**src/rtl/digit_scan_ctrl.sv**
```systemverilog
// Time-multiplexed 4-digit scan controller: blanking gap, one-hot anode drive, per-frame snapshot.
// Optional leading-zero suppression is enabled by defining LEADING_ZERO_BLANK_EN.
module digit_scan_ctrl #(
    parameter logic [15:0] PRESCALE  = 16'd1000,
    parameter logic [15:0] BLANK_CYC = 16'd2
) (
    input  logic        clk,
    input  logic        rst_n,
    input  logic        en,
    input  logic [15:0] digits_in,
    input  logic [3:0]  dp_in,
    output logic [1:0]  sel,
    output logic [3:0]  an,
    output logic [3:0]  bcd_out,
    output logic        dp_out,
    output logic        frame_tick
);

    typedef enum logic [1:0] {
        ST_OFF   = 2'd0,
        ST_BLANK = 2'd1,
        ST_SHOW  = 2'd2
    } state_e;

    localparam logic [15:0] CNT_LAST   = PRESCALE - 16'd1;
    localparam logic [15:0] BLANK_LAST = BLANK_CYC - 16'd1;

    state_e      state_q, state_d;
    logic [15:0] cnt_q, cnt_d;
    logic [1:0]  sel_q, sel_d;
    logic [15:0] snap_q, snap_d;
    logic [3:0]  snapdp_q, snapdp_d;
    logic [3:0]  an_q, an_d;
    logic [3:0]  bcd_q, bcd_d;
    logic        dp_q, dp_d;
    logic        tick_q, tick_d;

    function automatic logic [3:0] onehot4(input logic [1:0] i);
        case (i)
            2'd0:    onehot4 = 4'b0001;
            2'd1:    onehot4 = 4'b0010;
            2'd2:    onehot4 = 4'b0100;
            2'd3:    onehot4 = 4'b1000;
            default: onehot4 = 4'b0000;
        endcase
    endfunction

    function automatic logic [3:0] digit_at(input logic [15:0] s, input logic [1:0] i);
        case (i)
            2'd0:    digit_at = s[3:0];
            2'd1:    digit_at = s[7:4];
            2'd2:    digit_at = s[11:8];
            2'd3:    digit_at = s[15:12];
            default: digit_at = s[3:0];
        endcase
    endfunction

`ifdef LEADING_ZERO_BLANK_EN
    // A digit is hidden when it and every digit above it are zero; digit 0 never is.
    function automatic logic lz_hidden(input logic [15:0] s, input logic [1:0] i);
        case (i)
            2'd3:    lz_hidden = (s[15:12] == 4'd0);
            2'd2:    lz_hidden = (s[15:8] == 8'd0);
            2'd1:    lz_hidden = (s[15:4] == 12'd0);
            default: lz_hidden = 1'b0;
        endcase
    endfunction
`endif

    // Scan sequencing: slot counter, digit index and frame snapshot.
    always_comb begin
        state_d  = state_q;
        cnt_d    = cnt_q;
        sel_d    = sel_q;
        snap_d   = snap_q;
        snapdp_d = snapdp_q;
        if (!en) begin
            state_d = ST_OFF;
            cnt_d   = 16'd0;
            sel_d   = 2'd0;
        end else begin
            case (state_q)
                ST_OFF: begin
                    state_d  = ST_BLANK;
                    cnt_d    = 16'd0;
                    sel_d    = 2'd0;
                    snap_d   = digits_in;
                    snapdp_d = dp_in;
                end
                ST_BLANK: begin
                    cnt_d = cnt_q + 16'd1;
                    if (cnt_q == BLANK_LAST) begin
                        state_d = ST_SHOW;
                    end else begin
                        state_d = ST_BLANK;
                    end
                end
                ST_SHOW: begin
                    if (cnt_q == CNT_LAST) begin
                        state_d = ST_BLANK;
                        cnt_d   = 16'd0;
                        sel_d   = sel_q + 2'd1;
                        // New inputs are only taken at a frame boundary so a frame never tears.
                        if (sel_q == 2'd3) begin
                            snap_d   = digits_in;
                            snapdp_d = dp_in;
                        end else begin
                            snap_d   = snap_q;
                            snapdp_d = snapdp_q;
                        end
                    end else begin
                        cnt_d = cnt_q + 16'd1;
                    end
                end
                default: begin
                    state_d = ST_OFF;
                    cnt_d   = 16'd0;
                    sel_d   = 2'd0;
                end
            endcase
        end
    end

    // Output values derived from the next state so the registered outputs line up with it.
    always_comb begin
        an_d   = 4'b0000;
        bcd_d  = bcd_q;
        dp_d   = 1'b0;
        tick_d = 1'b0;
        if (state_d == ST_SHOW) begin
            bcd_d  = digit_at(snap_d, sel_d);
            tick_d = (sel_d == 2'd3) && (cnt_d == CNT_LAST);
`ifdef LEADING_ZERO_BLANK_EN
            if (lz_hidden(snap_d, sel_d)) begin
                an_d = 4'b0000;
                dp_d = 1'b0;
            end else begin
                an_d = onehot4(sel_d);
                dp_d = snapdp_d[sel_d];
            end
`else
            an_d = onehot4(sel_d);
            dp_d = snapdp_d[sel_d];
`endif
        end else begin
            an_d   = 4'b0000;
            dp_d   = 1'b0;
            tick_d = 1'b0;
        end
    end

    // State and output registers.
    always_ff @(posedge clk or negedge rst_n) begin
        if (!rst_n) begin
            state_q  <= ST_OFF;
            cnt_q    <= 16'd0;
            sel_q    <= 2'd0;
            snap_q   <= 16'd0;
            snapdp_q <= 4'd0;
            an_q     <= 4'd0;
            bcd_q    <= 4'd0;
            dp_q     <= 1'b0;
            tick_q   <= 1'b0;
        end else begin
            state_q  <= state_d;
            cnt_q    <= cnt_d;
            sel_q    <= sel_d;
            snap_q   <= snap_d;
            snapdp_q <= snapdp_d;
            an_q     <= an_d;
            bcd_q    <= bcd_d;
            dp_q     <= dp_d;
            tick_q   <= tick_d;
        end
    end

    assign sel        = sel_q;
    assign an         = an_q;
    assign bcd_out    = bcd_q;
    assign dp_out     = dp_q;
    assign frame_tick = tick_q;

endmodule

```
**config.mk**
```make
export PLATFORM = sky130hd
export DESIGN_NAME = digit_scan_ctrl
export DESIGN_NICKNAME = d
export VERILOG_FILES = /design/src/rtl/digit_scan_ctrl.sv
export SDC_FILE = /design/constraint.sdc
export NUM_CORES = 1
export LEC_CHECK = 0
export CAP_MARGIN = 15
export CELL_PAD_IN_SITES_DETAIL_PLACEMENT = 0
export CELL_PAD_IN_SITES_GLOBAL_PLACEMENT = 2
export CORE_MARGIN = 1
export CORE_UTILIZATION = 32
export CTS_CLUSTER_DIAMETER = 60
export CTS_CLUSTER_SIZE = 30
export DETAILED_ROUTE_END_ITERATION = 10
export PLACE_DENSITY_LB_ADDON = 0.1
export SLEW_MARGIN = 20
export SYNTH_ARGS = -nofsm -noshare
export SYNTH_HDL_FRONTEND = slang
export SYNTH_SLANG_ARGS = --single-unit
```
**constraint.sdc**
```tcl
create_clock -name clk -period 2.8 [get_ports clk]
set_input_delay 0.56 -clock clk [delete_from_list [all_inputs] [get_ports clk]]
set_output_delay 0.56 -clock clk [all_outputs]
set_load 0.005 [all_outputs]
```
==> metrics.txt, run 1 <==
R2R Setup Slk around 0.084 ns; Hold WC Path Type in -> async; Crit. End Element register; DRC violations left 0; num rows 33; Mapped Cells 276; fmax between 300 and 400 MHz; Sequential cell area 1250 um2; Syn Area/Cell 10.1 um2; Lkg Pwr 1.57 nW; final hold viol count 0; area leader, netlist dfrtp_1; Async SR Flop Fraction 1.00; ANT nets after route 0; Slew Limit Headroom 0.573; Starting Density 0.335; R2R depth 7; status finished clean; gr ovfl total 0; Worst Path Max Fanout 7; synthesized area 2800 um2; clock skew approximately 0.012 ns; area grow syn2layout 27.1%; largest net degree at the start of global routing 29; worst path bufs/invs 1; Worst path depth 7; total wire length 7250 um; CP Cell Sequence or4_4 > or4_4 > or2_4 > a2111oi_4 > buf_6 > nand3b_4 > nor4_4; syn_nets 306; Synth cell types 59; top cell types by occurrence after synthesis dfrtp_1 (50), nand2_1 (25), nor2_1 (24); # setup viols final 0; Vias per Instance 5.09; critical path's slowest cell or4_4; reg2reg end frame_tick$_DFF_PN0_; Top FF cell, synth dfrtp_1; Worst Tran Pin Value approximately 0.64 ns; DR vias roughly 2200; drt first-iter violations 82; ANT cells 0; Root Buffer clkbuf_8; clk slew on worst S/H paths 0.11 ns; Core Area 8340 um2; TritonRoute pass-1 iters 4; Multi-input gate area around 1400 um2; crit path time final around 2.7 ns; Crit Path Category reg -> reg; fillers 833; initial antenna violation count 0; clock sinks 50; Top-Level Pins 35; vias in the first global route 2229; layout cells sized above 1 0.213; Worst EP required roughly 3 ns; ranking of synthesized cells by area dfrtp_1 (45%), nand2_1 (3.4%), nor2_1 (3.2%); PortBufs 34; first-pass GRT wire length 11700 um; slowest stage delay, CP 0.55 ns; Post-synth EDFFs 0; synth warn 0; Seq/Total Area, Yosys 0.447; CP arrival 2.94 ns; Final Max Slew Viols 0; fin nets 363; routability congestion estimate roughly 0.76; CP delay by family, top simple AND/OR/NAND/NOR gates; chip height 95.5 um; RSZ-0062 raised after global routing true; clk_lat worst skew 0.31 ns; Max IR drop VDD 0.209 mV; max_cap viols 0; FF+latch count, synth 50; post-synth top area share 0.447; most frequent cell after synthesis dfrtp_1; Placed Instance Area 3360 um2; crit start category register; most frequent CP cell or4_4; Die X around 95 um; post-detail-place hpwl 5280 um; htree depth 2; CTS tree yes; Setup WS post-layout 0.0837 ns; Num CTS Buffers 5; die area 9120 um2; Reg-to-Reg Start cnt_q[13]$_DFF_PN0_; Routed wire per std cell 16.5 um; post-route clock period utilization 0.970; Power Density 433 nW/um2; Design Area, Final about 3600 um2; CTS Buffer Depth 2; Place WS 0.00556 ns; GRT Total Usage 0.171
==> registers in the layout (all words and copies together), names as in the netlist <==
signal	cells
sel	2
frame_tick	1
snap_q	16
cnt_q	16
snapdp_q	4
an	4
dp_out	1
bcd_out	4
state_q	2
==> metal layers <==
layer  GRT usage  up-vias  share of wire
li1            -     1116              -
met1       0.274     1063           0.54
met2       0.231       49           0.41
met3      0.0295        6          0.038
met4      0.0448        0          0.010
met5           0        -              0
==> cell usage in the layout, fill, tap and decap left out, drive strengths merged, types with 3 or more instances in the layout <==
master         netlist  routed
buf                 11      35
nor2                24      24
nand3               14      14
xnor2                9       9
and2                 3       3
clkdlybuf4s50        0      33
a32o                 8       8
inv                 13      15
or2                  5       5
dfrtp               50      50
nand2               26      26
o221ai               4       4
clkbuf               7       5
o2111ai              4       4
xor2                 6       6
o22a                 7       7
a21oi               12      12
mux2i                5       5
nor3                 5       5
or4                  5       5
nor4                 4       4
o21ai                6       6
ha                   7       7
a21boi               3       3
a211o                4       4
nand4                7       7
==> repair_timing <==
item / CTS / global route
buffers inserted: 0 / 6
setup endpoints to repair: 4 / 7
hold buffers: 0 / 0
gates resized for setup: 1 / 8
==> layout make-up <==
class                           instances  share of cell area
Inverter                               14              0.0151
Tap cell                              105              0.0370
Sequential cell                        50               0.352
Timing Repair Buffer                   68               0.172
Clock buffer                            5              0.0194
Multi-Input combinational cell        194               0.396
Clock inverter                          3             0.00810
==> metrics by stage <==
| stage | hold WS (ns) | setup TNS, ns | cells | util | power [mW] |
|---|---|---|---|---|---|
| after floorplan | 0.264 | 0 | 276 | - | 0.965 |
| after global placement | 0.482 | 0 | 425 | 0.403 | 1.09 |
| after detailed placement | 0.485 | 0 | 425 | 0.403 | 1.08 |
| after CTS | 0.273 | 0 | 433 | 0.415 | 1.55 |
| after global routing | 0.290 | -0.0755 | 439 | 0.426 | 1.63 |
| final | 0.261 | 0 | 439 | 0.426 | 1.54 |
==> cell families after synthesis <==
family          synth area share
simple gates               0.204
compound gates             0.187
flops                      0.447
buf+inv                   0.0658
xor+xnor                  0.0470
fa+ha+maj                 0.0313
mux                       0.0179
==> report_power, final <==
part	leakage (nW)	internal (mW)	total, mW	switching, mW
clock	0.0506	0.187	0.459	0.272
sequential	0.657	0.782	0.807	0.0251
combinational	0.858	0.141	0.273	0.132
total	1.57	1.11	1.54	0.428
==> worst max path at each step <==
| stage | end | start | slack [ns] |
|---|---|---|---|
| 6_report | frame_tick$_DFF_PN0_ | cnt_q[13]$_DFF_PN0_ | 0.08 |
| 5_1_grt | bcd_out[3]$_DFFE_PN0P_ | cnt_q[1]$_DFF_PN0_ | -0.04 |
| 4_1_cts | bcd_out[0]$_DFFE_PN0P_ | cnt_q[13]$_DFF_PN0_ | 0.005 |
| 3_5_place_dp | dp_out$_DFF_PN0_ | cnt_q[12]$_DFF_PN0_ | 0.006 |
| 3_3_place_gp | bcd_out[1]$_DFFE_PN0P_ | cnt_q[1]$_DFF_PN0_ | 0.04 |
| 2_1_floorplan | bcd_out[0]$_DFFE_PN0P_ | cnt_q[10]$_DFF_PN0_ | 0.12 |
(Power assumes the default switching activity.)
==> run 2, diff against run 1 <==
Settings changed: CORE_UTILIZATION 32 to 38.
Clock period 2.8 ns to 3.2 ns, I/O delays scaled along.
==> run 2 against run 1 <==
Net effect:
- power fell by 9.9%
- setup slack gained 0.26 ns
- critical path type unchanged
- hold slack better by 0.15 ns
- combinational power shrank 18%
- critical path depth is the same
- die area is 15% lower
==> metrics.txt, run 2 (synthesis results as in run 1) <==
Largest regs cnt_q (16), snap_q (16); CTS hold repair buffers 0; Num CTS Buffers 5; Crit. End Element register; area grow syn2layout 18.6%; CTS Buffer Depth 2; routability congestion estimate between 0.7 and 0.8; TritonRoute pass-1 iters 4; Die X 87.8 um; Psw 0.354 mW; post-detail-place hpwl 4650 um; clock sinks 50; Vias per Instance 5.28; Lkg Pwr 1.42 nW; Top-Level Pins 35; status finished clean; DRC violations left 0; vias in the first global route 2073; placed cells 398; switching share of power 0.255; CP arrival 3.08 ns; Reg-to-Reg Start cnt_q[12]$_DFF_PN0_; power share of the clock group 0.329; Hold WC Path Type in -> async; hold_ws 0.414 ns; GRT Total Usage 0.188; drt first-iter violations 159; Worst Path Max Fanout 12; reg2reg end frame_tick$_DFF_PN0_; commonest non-fill, non-tap cell in the layout dfrtp_1; die area 7710 um2; htree depth 2; first-pass GRT wire length between 10000 and 15000 um; post-route clock period utilization 0.894; Slew Limit Headroom 0.568; Gate power share 0.160; layout cells sized above 1 0.132; Core Area 6940 um2; max_cap viols 0; total power 1.39 mW; num rows 30; fin nets 339; DR vias 2143; final hold viol count 0; final non-filler cell total between 400 and 500; PortBufs 34; Final Max Slew Viols 0; total wire length roughly 6600 um; Worst EP required 3.42 ns; most frequent cells in the layout dfrtp_1 (50), clkdlybuf4s50_1 (33), nand2_1 (24), nor2_1 (24), nand3_1 (14); crit start category register; largest net degree at the start of global routing 51; Crit Path Category reg -> reg; R2R depth 7; Power Density around 420 nW/um2; Starting Density 0.403; chip height slightly below 90 um; Seq pwr share 0.510; gr ovfl total 0; CTS tree yes; Worst Tran Pin Value 0.648 ns; crit path time final 2.86 ns; # setup viols final 0; Max IR drop VDD roughly 0.24 mV; clk_lat worst skew 0.31 ns; RSZ-0062 raised after global routing false; initial antenna violation count 0; clock skew between 0.006 and 0.007 ns; fmax 350 MHz; Final TNS setup 0 ns; Routed wire per std cell roughly 16 um; clk slew on worst S/H paths approximately 0.10 ns; Root Buffer clkbuf_8; R2R Setup Slk 0.34 ns; ANT nets after route 0; Int Pwr 1.03 mW; ANT cells 0
==> run 2: cell count changes in the layout (fill, tap and decap cells not counted), sizes merged <==
cell / change
buf: -24
inv: -2
bufinv: +1
clkbuf: +1
clkinv: -1
clkinvlp: +1
==> run 2: power by group through the flow <==
stage / Sequential, mW / Combinational, mW / Clock [mW]
after floorplan: 0.716 / 0.129 / 0
after global placement: 0.720 / 0.225 / 0
after detailed placement: 0.720 / 0.223 / 0
after CTS: 0.708 / 0.225 / 0.470
after global routing: 0.714 / 0.248 / 0.488
final: 0.708 / 0.223 / 0.457
==> run 2: worst max path at each step <==
stage                   startpoint  cells past startpoint  slack (ns)                     end
6_report       cnt_q[12]$_DFF_PN0_                      7        0.34    frame_tick$_DFF_PN0_
5_1_grt         cnt_q[0]$_DFF_PN0_                      8        0.15  bcd_out[1]$_DFFE_PN0P_
2_1_floorplan  cnt_q[10]$_DFF_PN0_                      9        0.52  bcd_out[0]$_DFFE_PN0P_
3_5_place_dp   cnt_q[12]$_DFF_PN0_                      7        0.18    frame_tick$_DFF_PN0_
4_1_cts        cnt_q[12]$_DFF_PN0_                      7        0.17    frame_tick$_DFF_PN0_
3_3_place_gp   cnt_q[12]$_DFF_PN0_                      7        0.29    frame_tick$_DFF_PN0_
==> run 2: worst max-delay path: stages, from the launching register on <==
cell and delay, ns:
dfrtp_1 0.43, or4_4 0.59, or4_4 0.65, o211ai_2 0.32, nand2_2 0.26, clkinv_2 0.17, nand3b_4 0.09, nor4_2 0.26
==> run 2: layout make-up <==
class	count	area, um2
fill	669	3630
inverter	14	53.8
sequential	50	1250
timing repair buffer	44	410
clock inverter	2	37.5
multi-input combinational	194	1370
tap	96	120
clock buffer	6	72.6
==> run 2: what timing repair did <==
item                                    CTS  global route
buffers inserted                          0             0
gates resized for setup                   0             1
endpoints found under the setup margin    0             1
==> run 2: metrics by stage <==
stage	utilization	area (um2)	worst slack [ns]
6_report	0.477	3320	0.339
5_1_grt	0.477	3320	0.148
4_1_cts	0.477	3310	0.172
3_5_place_dp	0.461	3200	0.178
3_3_place_gp	0.461	3200	0.293
2_1_floorplan	-	2800	0.524
==> run 2: metal layers <==
layer / up-vias / global-route usage / routed length, um
li1: 1064 / - / -
met1: 1036 / 0.312 / 3710
met2: 37 / 0.240 / 2580
met3: 6 / 0.0443 / 240
met4: 0 / 0.0358 / 39
met5: - / 0 / 0
